===== config.mk =====
export PLATFORM = sky130hd
export DESIGN_NAME = ultrasonic_multi_ranger
export DESIGN_NICKNAME = d
export VERILOG_FILES = /design/src/rtl/ultrasonic_pkg.sv /design/src/rtl/us_echo_sync.sv /design/src/rtl/ultrasonic_multi_ranger.sv
export SDC_FILE = /design/constraint.sdc
export NUM_CORES = 1
export LEC_CHECK = 0
export ABC_CLOCK_PERIOD_IN_PS = 6010
export CAP_MARGIN = 15
export CORE_UTILIZATION = 40
export DETAILED_ROUTE_END_ITERATION = 8
export PLACE_DENSITY = 0.57
export SYNTH_ARGS = -nofsm -noshare
export SYNTH_HDL_FRONTEND = slang
export SYNTH_SLANG_ARGS = --single-unit

===== constraint.sdc =====
create_clock -name clk -period 6.01 [get_ports clk]
set_input_delay 1.202 -clock clk [delete_from_list [all_inputs] [get_ports clk]]
set_output_delay 1.202 -clock clk [all_outputs]
set_load 0.05 [all_outputs]

===== src/rtl/ultrasonic_pkg.sv =====
// Shared types and constants for the multi-channel ultrasonic ranger.
package ultrasonic_pkg;

  typedef enum logic [2:0] {
    StIdle,
    StTrig,
    StWaitRise,
    StMeasure,
    StGap
  } ranger_state_e;

  // Round-trip sound travel time for one centimetre of range.
  localparam int unsigned US_PER_CM = 58;

  // Clock cycles per microsecond tick; never below one.
  function automatic int unsigned tick_div(input int unsigned clk_hz);
    int unsigned d;
    d = clk_hz / 1_000_000;
    return (d == 0) ? 1 : d;
  endfunction

endpackage


===== src/rtl/us_echo_sync.sv =====
// Per-channel two-flop synchroniser for the asynchronous echo pins, plus single-cycle
// rise/fall pulses derived from the synchronised level.
module us_echo_sync #(
  parameter int unsigned N_CH = 4
) (
  input  logic            clk,
  input  logic            reset_p,
  input  logic [N_CH-1:0] echo,
  output logic [N_CH-1:0] rise,
  output logic [N_CH-1:0] fall
);

  for (genvar i = 0; i < N_CH; i++) begin : g_ch
    logic meta_q, sync_q, prev_q;

    always_ff @(posedge clk) begin
      if (reset_p) begin
        meta_q <= 1'b0;
        sync_q <= 1'b0;
        prev_q <= 1'b0;
      end else begin
        meta_q <= echo[i];
        sync_q <= meta_q;
        prev_q <= sync_q;
      end
    end

    assign rise[i] = sync_q & ~prev_q;
    assign fall[i] = ~sync_q & prev_q;
  end

endmodule


===== src/rtl/ultrasonic_multi_ranger.sv =====
// Round-robin N-channel HC-SR04 ranging controller: triggers one sensor at a time, times the echo
// in centimetres, and keeps an IIR-filtered distance, sticky timeout and near flag per channel.
module ultrasonic_multi_ranger
  import ultrasonic_pkg::*;
#(
  parameter int unsigned N_CH       = 4,
  parameter int unsigned CLK_HZ     = 100_000_000,
  parameter int unsigned TRIG_US    = 10,
  parameter int unsigned TIMEOUT_US = 25_000,
  parameter int unsigned GAP_US     = 60_000,
  parameter int unsigned DIST_W     = 9,
  parameter int unsigned AVG_SHIFT  = 2,
  parameter int unsigned NEAR_CM    = 20,
  localparam int unsigned CH_W      = (N_CH > 1) ? $clog2(N_CH) : 1
) (
  input  logic                   clk,
  input  logic                   reset_p,
  input  logic [N_CH-1:0]        en_mask,
  input  logic [N_CH-1:0]        echo,
  output logic [N_CH-1:0]        trig,
  output logic [N_CH*DIST_W-1:0] dist_flat,
  output logic [DIST_W-1:0]      raw_dist,
  output logic                   meas_valid,
  output logic [CH_W-1:0]        meas_ch,
  output logic [N_CH-1:0]        timeout,
  output logic [N_CH-1:0]        near
);

  localparam int unsigned       TickDiv = tick_div(CLK_HZ);
  localparam int unsigned       SumW    = CH_W + 1;
  localparam logic [5:0]        SubLast = 6'(US_PER_CM - 1);
  localparam logic [DIST_W-1:0] DistMax = '1;
  localparam logic [DIST_W-1:0] DistOne = DIST_W'(1);
  localparam logic [DIST_W-1:0] NearCm  = DIST_W'(NEAR_CM);
  localparam logic [CH_W-1:0]   LastCh  = CH_W'(N_CH - 1);
  localparam logic [SumW-1:0]   NumCh   = SumW'(N_CH);

  ranger_state_e state_q, state_d;
  logic [CH_W-1:0]   ch_q, ch_d, ptr_q, ptr_d, next_ch;
  logic [31:0]       pre_q, us_q, us_d, tmo_q, tmo_d;
  logic [5:0]        sub_q, sub_d, sub_n;
  logic [DIST_W-1:0] cm_q, cm_d, cm_n;
  logic              tick, tmo_exp, done, done_to;
  logic [DIST_W-1:0] result_cm, cur_avg, avg_new;
  logic signed [DIST_W:0] diff;
  logic [N_CH-1:0]   rise, fall;

  logic [N_CH-1:0][DIST_W-1:0] avg_q;
  logic [N_CH-1:0]   first_q, timeout_q, near_q;
  logic [DIST_W-1:0] raw_q;
  logic              meas_valid_q;
  logic [CH_W-1:0]   meas_ch_q;

  us_echo_sync #(
    .N_CH(N_CH)
  ) u_sync (
    .clk    (clk),
    .reset_p(reset_p),
    .echo   (echo),
    .rise   (rise),
    .fall   (fall)
  );

  assign tick    = (pre_q == TickDiv - 1);
  assign tmo_exp = tick && (tmo_q == TIMEOUT_US - 1);

  always_ff @(posedge clk) begin
    if (reset_p) pre_q <= '0;
    else         pre_q <= tick ? '0 : pre_q + 32'd1;
  end

  // First enabled channel at or after the pointer, wrapping; the lowest offset wins.
  always_comb begin
    logic [SumW-1:0] sum;
    logic [CH_W-1:0] idx;
    next_ch = ptr_q;
    sum     = '0;
    idx     = '0;
    for (int i = int'(N_CH) - 1; i >= 0; i--) begin
      sum = {1'b0, ptr_q} + SumW'(i);
      idx = (sum >= NumCh) ? CH_W'(sum - NumCh) : CH_W'(sum);
      if (en_mask[idx]) next_ch = idx;
    end
  end

  always_comb begin
    state_d   = state_q;
    ch_d      = ch_q;
    ptr_d     = ptr_q;
    us_d      = us_q;
    tmo_d     = tmo_q;
    sub_d     = sub_q;
    cm_d      = cm_q;
    sub_n     = sub_q;
    cm_n      = cm_q;
    done      = 1'b0;
    done_to   = 1'b0;
    result_cm = '0;
    unique case (state_q)
      StIdle: begin
        if (|en_mask) begin
          state_d = StTrig;
          ch_d    = next_ch;
          us_d    = '0;
        end
      end
      StTrig: begin
        tmo_d = '0;
        if (tick) begin
          if (us_q == TRIG_US - 1) state_d = StWaitRise;
          else                     us_d    = us_q + 32'd1;
        end
      end
      StWaitRise: begin
        if (tick) tmo_d = tmo_q + 32'd1;
        if (rise[ch_q]) begin
          state_d = StMeasure;
          sub_d   = '0;
          cm_d    = '0;
        end else if (tmo_exp) begin
          done    = 1'b1;
          done_to = 1'b1;
        end
      end
      StMeasure: begin
        if (tick) begin
          tmo_d = tmo_q + 32'd1;
          if (sub_q == SubLast) begin
            sub_n = '0;
            if (cm_q != DistMax) cm_n = cm_q + DistOne;
          end else begin
            sub_n = sub_q + 6'd1;
          end
        end
        sub_d = sub_n;
        cm_d  = cm_n;
        // The fall cycle's own tick counts, so an echo of k*58 us reads exactly k cm.
        if (fall[ch_q]) begin
          done      = 1'b1;
          result_cm = cm_n;
        end else if (tmo_exp) begin
          done    = 1'b1;
          done_to = 1'b1;
        end
      end
      StGap: begin
        if (tick) begin
          if (us_q == GAP_US - 1) state_d = StIdle;
          else                    us_d    = us_q + 32'd1;
        end
      end
      default: state_d = StIdle;
    endcase
    if (done) begin
      state_d = StGap;
      us_d    = '0;
      ptr_d   = (ch_q == LastCh) ? '0 : ch_q + CH_W'(1);
    end
  end

  always_ff @(posedge clk) begin
    if (reset_p) begin
      state_q <= StIdle;
      ch_q    <= '0;
      ptr_q   <= '0;
      us_q    <= '0;
      tmo_q   <= '0;
      sub_q   <= '0;
      cm_q    <= '0;
    end else begin
      state_q <= state_d;
      ch_q    <= ch_d;
      ptr_q   <= ptr_d;
      us_q    <= us_d;
      tmo_q   <= tmo_d;
      sub_q   <= sub_d;
      cm_q    <= cm_d;
    end
  end

  // Signed difference is one bit wider than the distance, so the step never overflows.
  always_comb begin
    cur_avg = avg_q[ch_q];
    diff    = $signed({1'b0, result_cm}) - $signed({1'b0, cur_avg});
    avg_new = first_q[ch_q] ? result_cm
                            : DIST_W'($signed({1'b0, cur_avg}) + (diff >>> AVG_SHIFT));
  end

  always_ff @(posedge clk) begin
    if (reset_p) begin
      meas_valid_q <= 1'b0;
      meas_ch_q    <= '0;
      raw_q        <= '0;
      timeout_q    <= '0;
      near_q       <= '0;
      avg_q        <= '0;
      first_q      <= '1;
    end else begin
      meas_valid_q <= done;
      if (done) begin
        meas_ch_q <= ch_q;
        raw_q     <= done_to ? '0 : result_cm;
        if (done_to) begin
          timeout_q[ch_q] <= 1'b1;
        end else begin
          timeout_q[ch_q] <= 1'b0;
          avg_q[ch_q]     <= avg_new;
          first_q[ch_q]   <= 1'b0;
          near_q[ch_q]    <= (avg_new < NearCm);
        end
      end
    end
  end

  always_comb begin
    trig = '0;
    if (state_q == StTrig) trig[ch_q] = 1'b1;
  end

  assign dist_flat  = avg_q;
  assign raw_dist   = raw_q;
  assign meas_valid = meas_valid_q;
  assign meas_ch    = meas_ch_q;
  assign timeout    = timeout_q;
  assign near       = near_q;

endmodule

-- Word level (Yosys, flattened, before mapping)
Cells that the tools add are included.
- flip-flop bits (word level): 190
- output and inout bits: 60
- word-level logic and storage cells: 193
- $add $sub $neg: 15
- magnitude comparators: 11
- equal/unequal tests: 28
- muxes and demuxes: 68
- bitwise logic cells: 22
- reduce and logical (&&, ||, !) cells: 18
- operator list (cell ; number):
    $mux 32 ; 6
    $add 32x1->32 const B ; 3
    $pmux 32 s3 ; 1
    $mux 9 ; 10
    $pmux 32 s2 ; 1
    $bwmux 36 ; 1
    $eq 32x15->1 const B ; 1
    $eq 32x16->1 const B ; 1
    $eq 32x4->1 const B ; 1
    $eq 32x7->1 const B ; 1
    $mux 3 ; 7
    $ne 2x2->1 const B ; 10
    $bmux 9 s2 ; 1
    $demux 9 s2 ; 1
    $mux 2 ; 9
    $mux 6 ; 3
    $ne 3x3->1 const B ; 6
    $pmux 9 s2 ; 1
    $lt 2x3->1 const B ; 5
    $pmux 3 s5 ; 1
    $bmux 1 s2 ; 7
    $reduce_and 7->1 ; 2
    $mux 1 ; 12
    $pmux 6 s2 ; 1
    other kinds (37) ; 70

-- Longest topological paths before layout
- depth in word-level cells: 11
- depth in mapped cells: 25

-- Cells and area by module
Synthesis repeated with hierarchy kept, for this count alone.
- cell total of the unflattened synthesis: 1131
- area total of the unflattened synthesis: 9699.3 um2
- by module, submodules not included (module ; times used ; cells an instance ; area an instance (um2) ; sequential area each (um2)):
    ultrasonic_multi_ranger ; 1 ; 1098 ; 9282.7 ; 3563.4
    us_echo_sync ; 1 ; 33 ; 416.6 ; 240.2

-- Worst setup path before layout
OpenSTA, ideal clock, no wires.
- path kind: register to register
- start: register pre_q[0]
- end: register near_q[1], in the netlist near[1]
- library setup time: 0.088 ns
- arrival: 5.233 ns
- data required time: 5.922 ns
- path slack: 0.689 ns
- cell stages (with the launch flop): 24
- buffers on the path: 1
- clock period less this slack: 5.321 ns
- path through: dfxtp_1 ha_1 and4b_1 nand4_2 nor4b_4 clkbuf_1 nand2_1 xor2_1 nor2_1 ha_1 o21a_1 o211ai_1 nor2_1 a221o_1 xor2_1 ha_1 nand3_1 o211ai_1 o21ai_0 a21oi_1 xor2_1 mux2_4 or4b_4 o31ai_1
- longest elaborated chain between the ends: 9
- elaborated cells on any way between the ends: 18
- those cells by class: add/sub (2); order compare (1); eq/ne (1); mux (11); bitwise (1); reduce/logical (2)
- RTL lines (item ; line ; text):
    start: declaration ; ultrasonic_multi_ranger.sv:40 ; logic [31:0] pre_q, us_q, us_d, tmo_q, tmo_d;
    start signal: assignment ; ultrasonic_multi_ranger.sv:69 ; else pre_q <= tick ? '0 : pre_q + 32'd1;
    $eq 32x7->1 * ; ultrasonic_multi_ranger.sv:64 ; assign tick = (pre_q == TickDiv - 1);
    $mux 9 ; ultrasonic_multi_ranger.sv:126 ; if (tick) begin
    $mux 9 ; ultrasonic_multi_ranger.sv:138 ; if (fall[ch_q]) begin
    $mux 9 ; ultrasonic_multi_ranger.sv:99 ; unique case (state_q)
    $sub 9x9->10 ; ultrasonic_multi_ranger.sv:184 ; diff = $signed({1'b0, result_cm}) - $signed({1'b0, cur_avg});
    $add 9x8->9 ; ultrasonic_multi_ranger.sv:186 ; : DIST_W'($signed({1'b0, cur_avg}) + (diff >>> AVG_SHIFT));
    $mux 9 ; ultrasonic_multi_ranger.sv:185 ; avg_new = first_q[ch_q] ? result_cm
    $lt 9x5->1 ; ultrasonic_multi_ranger.sv:209 ; near_q[ch_q] <= (avg_new < NearCm);
    $bwmux 4 ; ultrasonic_multi_ranger.sv:209 ;
    end signal: indexed assignment ; ultrasonic_multi_ranger.sv:209 ;
    end: declaration ; ultrasonic_multi_ranger.sv:49 ; logic [N_CH-1:0] first_q, timeout_q, near_q;
Mark *: on every way between the ends. The rest lies on a longest branch, timed or not.
A chain may end at the register's enable or synchronous reset.

-- Final worst setup path
- start: register pre_q[0]
- end: register near_q[3], in the netlist near[3]
The elaborated chain is that of the path after synthesis.

==> impl_results.md <==
- Syn Nets: 1,149
- Switching portion of total power: 31.9%
- Fin nets: 1,209
- Max Clk Rate: 181 MHz
- Setup crit end kind: flip-flop
- Mean post-synth cell area: 8.42 sq um
- 1st-iter DRT viols: 473
- Hold Fails Final Rpt: 0
- Pint: 2.01 mW
- Cell with the most instances after synthesis: nor2_1
- Area grow syn2layout: 17.5%
- Wire length on met1: 11,400 microns
- Hold_sp: u_sync.g_ch[1].meta_q
- Mapped cell area: 9360 sq um
- Drt pass-1 iters: 5
- Least-Margin Pin Slew: 1070 ps
- Top cell by count, worst path: ha_1
- Placed cell area: 10,400 sq um
- Most common library cells after synthesis: nor2_1, dfxtp_1, nand2_1, xor2_1, a21oi_1
- Final instance area: 11,000 sq um
- Netlist cell types: 69
- CORE AREA: 22,800 sq um
- Detailed Place HPWL: 16,100 microns
- Initial core utilization: 41.1%
- WL final: 22,800 microns
- Critical path class: reg2reg
- Die height: 155 microns
- EDFF count, synth: 0
- CP arrival: 5870 ps
- Clock-pin slew on the worst setup and hold paths: 90 ps
- Post-DR wirelength/cell: 15.3 microns
- Clock share of power: 40.1%
- Vias: 7,880
- HP Class: reg2reg
- Crit path time final: 5520 ps
- Final ANT Viol Nets: 0
- Die Width: 155 microns
- Combinational fraction of design power: 15.4%
- Port Buffers: 69
- Clock Path Buffers: 2
- Ant diodes: 0
- Slowest CP cell: or4b_4
- Final setup fails: 0
- Pin count of the biggest net entering global routing: 78
- RSZ-0062 raised after global routing: false
- Worst hold endpoint: u_sync.g_ch[1].sync_q
- Worst setup startpoint: pre_q[0]
- Skew-Pair Late Insertion Delay: 450 ps
- Slowest Stage Delay on Critical Path: 570 ps
- R2R Setup Slk: 490 ps
- Max Slew Vio Count: 0
- Met2 Wirelength: 10,400 microns
- CP Cell Sequence: ha_1 > and4b_1 > nand4_2 > nor4b_4 > and2_1 > xnor2_1 > nor2_1 > ha_1 > nor4b_1 > nand2_1 > a221o_1 > xor2_1 > ha_1 > nand3_1 > o211ai_1 > o21ai_0 > a21oi_1 > xor2_1 > mux2_4 > or4b_4 > o31ai_1
- Final Cycle Share: 91.9%
- VDD IR-drop max: 196 uV
- Crit-path max FO: 6
- Leading area contributor after synthesis: dfxtp_1
- Gr usage total: 19.5%
- R2r endpoint: near[3]
- PD cells: 268 nW/um^2
- Worst EP required: 6360 ps
- Filler instances: 2,183
- Root Driver: clkbuf_16
- Status: complete, no violations
- Max Clock Skew: 16.1 ps
- Register-to-Register Path Depth: 21
- Full die area: 24,000 sq um
- Worst Setup Slack post-DPL: 408 ps
- Sum Neg Setup Slack: 0 ps
- Primary FF master, synth: dfxtp_1
- First-pass GRT wire length: 37,500 microns
- Sw power: 939 uW
- Worst rel slew slack: 28.8%
- I/O Pins: 70
- Post-synth top area share: 40.7%
- Num Clock Sinks: 190
- Initial antenna violation count: 0
- CTS buffer count: 17
- Sequential share of the synthesized area: 40.7%
- Gate count after technology mapping: 1,111
- Synth Warn #: 0
- Drt drc: 0
- Max Cap Viol: 0
- Vias per cell: 5.26
- Routability cong.: 0.874
- Overall Power: 2.94 mW
- Crit start category: flip-flop
- # rows: 55
- Async S/R FF share, synth: 0%
- Leakage: 3.96 nW
- H-tree levels: 4
- WHS: 441 ps
- CTS tree: yes
- Reg-to-reg startpoint: pre_q[0]
- Synth area leaders: dfxtp_1, nor2_1, xor2_1
- Met3 wire len: 692 microns
- Grt ovf: 0
- Hold_buf cts: 0
- Seq pwr share: 44.5%
- Hold Path Stages: 1
- Top sig layer: met4
- Fin worst setup slack: 489 ps
- Vias in the first global route: 7,286
- FF+latch count, synth: 190
- Layout cells sized above 1: 6.93%
[critical path: cells and delay by family, from the launching register on]
family	cells	cell delay, ps
AND/OR/NAND/NOR	9	2370
AO/OA/AOI/OAI	5	1090
XOR/XNOR	3	390
flip-flops	1	400
adder cells (fa/ha/maj)	3	920
multiplexers	1	290
[worst max path at each step]
stage | cells past startpoint | endpoint | slack, ps
3_5_place_dp | 21 | near[3] | 410
3_3_place_gp | 21 | near[1] | 570
2_1_floorplan | 23 | near[1] | 690
4_1_cts | 21 | near[3] | 370
6_report | 21 | near[3] | 490
5_1_grt | 21 | near[2] | 20
[sequential cells by signal, summed over array words and instances (netlist names), 2 cells and up, named ones only]
signal,cells
u_sync.g_ch.prev_q,4
u_sync.g_ch.meta_q,4
meas_ch,2
ptr_q,2
state_q,3
cm_q,9
us_q,32
tmo_q,32
raw_dist,9
near,4
dist_flat,36
pre_q,32
ch_q,2
sub_q,6
first_q,4
u_sync.g_ch.sync_q,4
[cell usage in the layout (no fill, tap or decap), types with 3 or more instances in the layout]
| cell type | synthesis | layout |
|---|---|---|
| mux4_2 | 12 | 12 |
| dfxtp_1 | 190 | 190 |
| buf_4 | 0 | 11 |
| o21ai_0 | 25 | 24 |
| o22ai_1 | 8 | 8 |
| nor3b_1 | 3 | 3 |
| nor4_1 | 16 | 16 |
| clkdlybuf4s50_1 | 0 | 68 |
| nand3_1 | 42 | 42 |
| nand4_1 | 27 | 27 |
| xnor2_1 | 33 | 33 |
| o21bai_1 | 3 | 3 |
| or2_2 | 6 | 6 |
| and3_1 | 33 | 33 |
| ha_1 | 27 | 27 |
| clkbuf_16 | 0 | 17 |
| nor4_2 | 3 | 3 |
| nand2b_1 | 10 | 10 |
| inv_6 | 0 | 3 |
| nor2b_1 | 18 | 18 |
| clkinv_8 | 0 | 6 |
| and2_1 | 9 | 9 |
| inv_12 | 0 | 3 |
| nor4b_1 | 3 | 3 |
| a211oi_1 | 12 | 12 |
| inv_1 | 34 | 34 |
| nor3_1 | 44 | 44 |
| nor2_1 | 208 | 208 |
| o211ai_1 | 5 | 5 |
| a31oi_1 | 3 | 3 |
| mux2i_1 | 7 | 7 |
| a31o_2 | 4 | 4 |
| xor2_1 | 73 | 73 |
| or3_1 | 12 | 12 |
| a21oi_1 | 56 | 56 |
| and4_1 | 11 | 11 |
| nand2_1 | 86 | 86 |
| o31ai_1 | 4 | 4 |
[logic make-up after synthesis]
family / Yosys count / synth area share (%)
and+or+nand+nor: 544 / 28.6
adders and majority gates: 28 / 3.82
buffers and inverters: 74 / 3.04
AOI/OAI and AO/OA: 147 / 9.98
DFF: 190 / 40.7
muxes: 22 / 4.04
xor gates and xnor gates: 106 / 9.92
[per-layer routing]
metal,up-vias,global-route usage (%)
met3,25,3.62
met1,3736,26.7
met4,0,5.89
met5,-,0
li1,3994,-
met2,125,31.0
[power by group through the flow]
stage | logic, mW | registers (mW) | clock network [mW]
after CTS | 0.460 | 1.31 | 1.21
after floorplan | 0.338 | 1.33 | 0
after detailed placement | 0.458 | 1.34 | 0
final | 0.453 | 1.31 | 1.18
after global routing | 0.510 | 1.32 | 1.27
after global placement | 0.460 | 1.34 | 0
[layout make-up]
type | instances | area (sq um) | share of cell area, %
clock buffers | 17 | 425 | 3.87
well taps | 313 | 392 | 3.56
repair buffers | 80 | 768 | 6.99
flip-flops and latches | 190 | 3800 | 34.6
clock inverters | 15 | 204 | 1.85
multi-input cells | 847 | 5270 | 48.0
inverters | 35 | 131 | 1.19
[through the flow]
step           utilization, %  instances
5_1_grt                  48.3       1497
3_5_place_dp             45.4       1463
2_1_floorplan               -       1111
3_3_place_gp             45.4       1463
6_report                 48.3       1497
4_1_cts                  48.2       1495
[what timing repair did]
item                                   CTS  global route
setup endpoints to repair                0             8
resized for setup                        0             1
endpoints found under the hold margin    0             0
buffers inserted                         0             2
(Power assumes the default switching activity.)
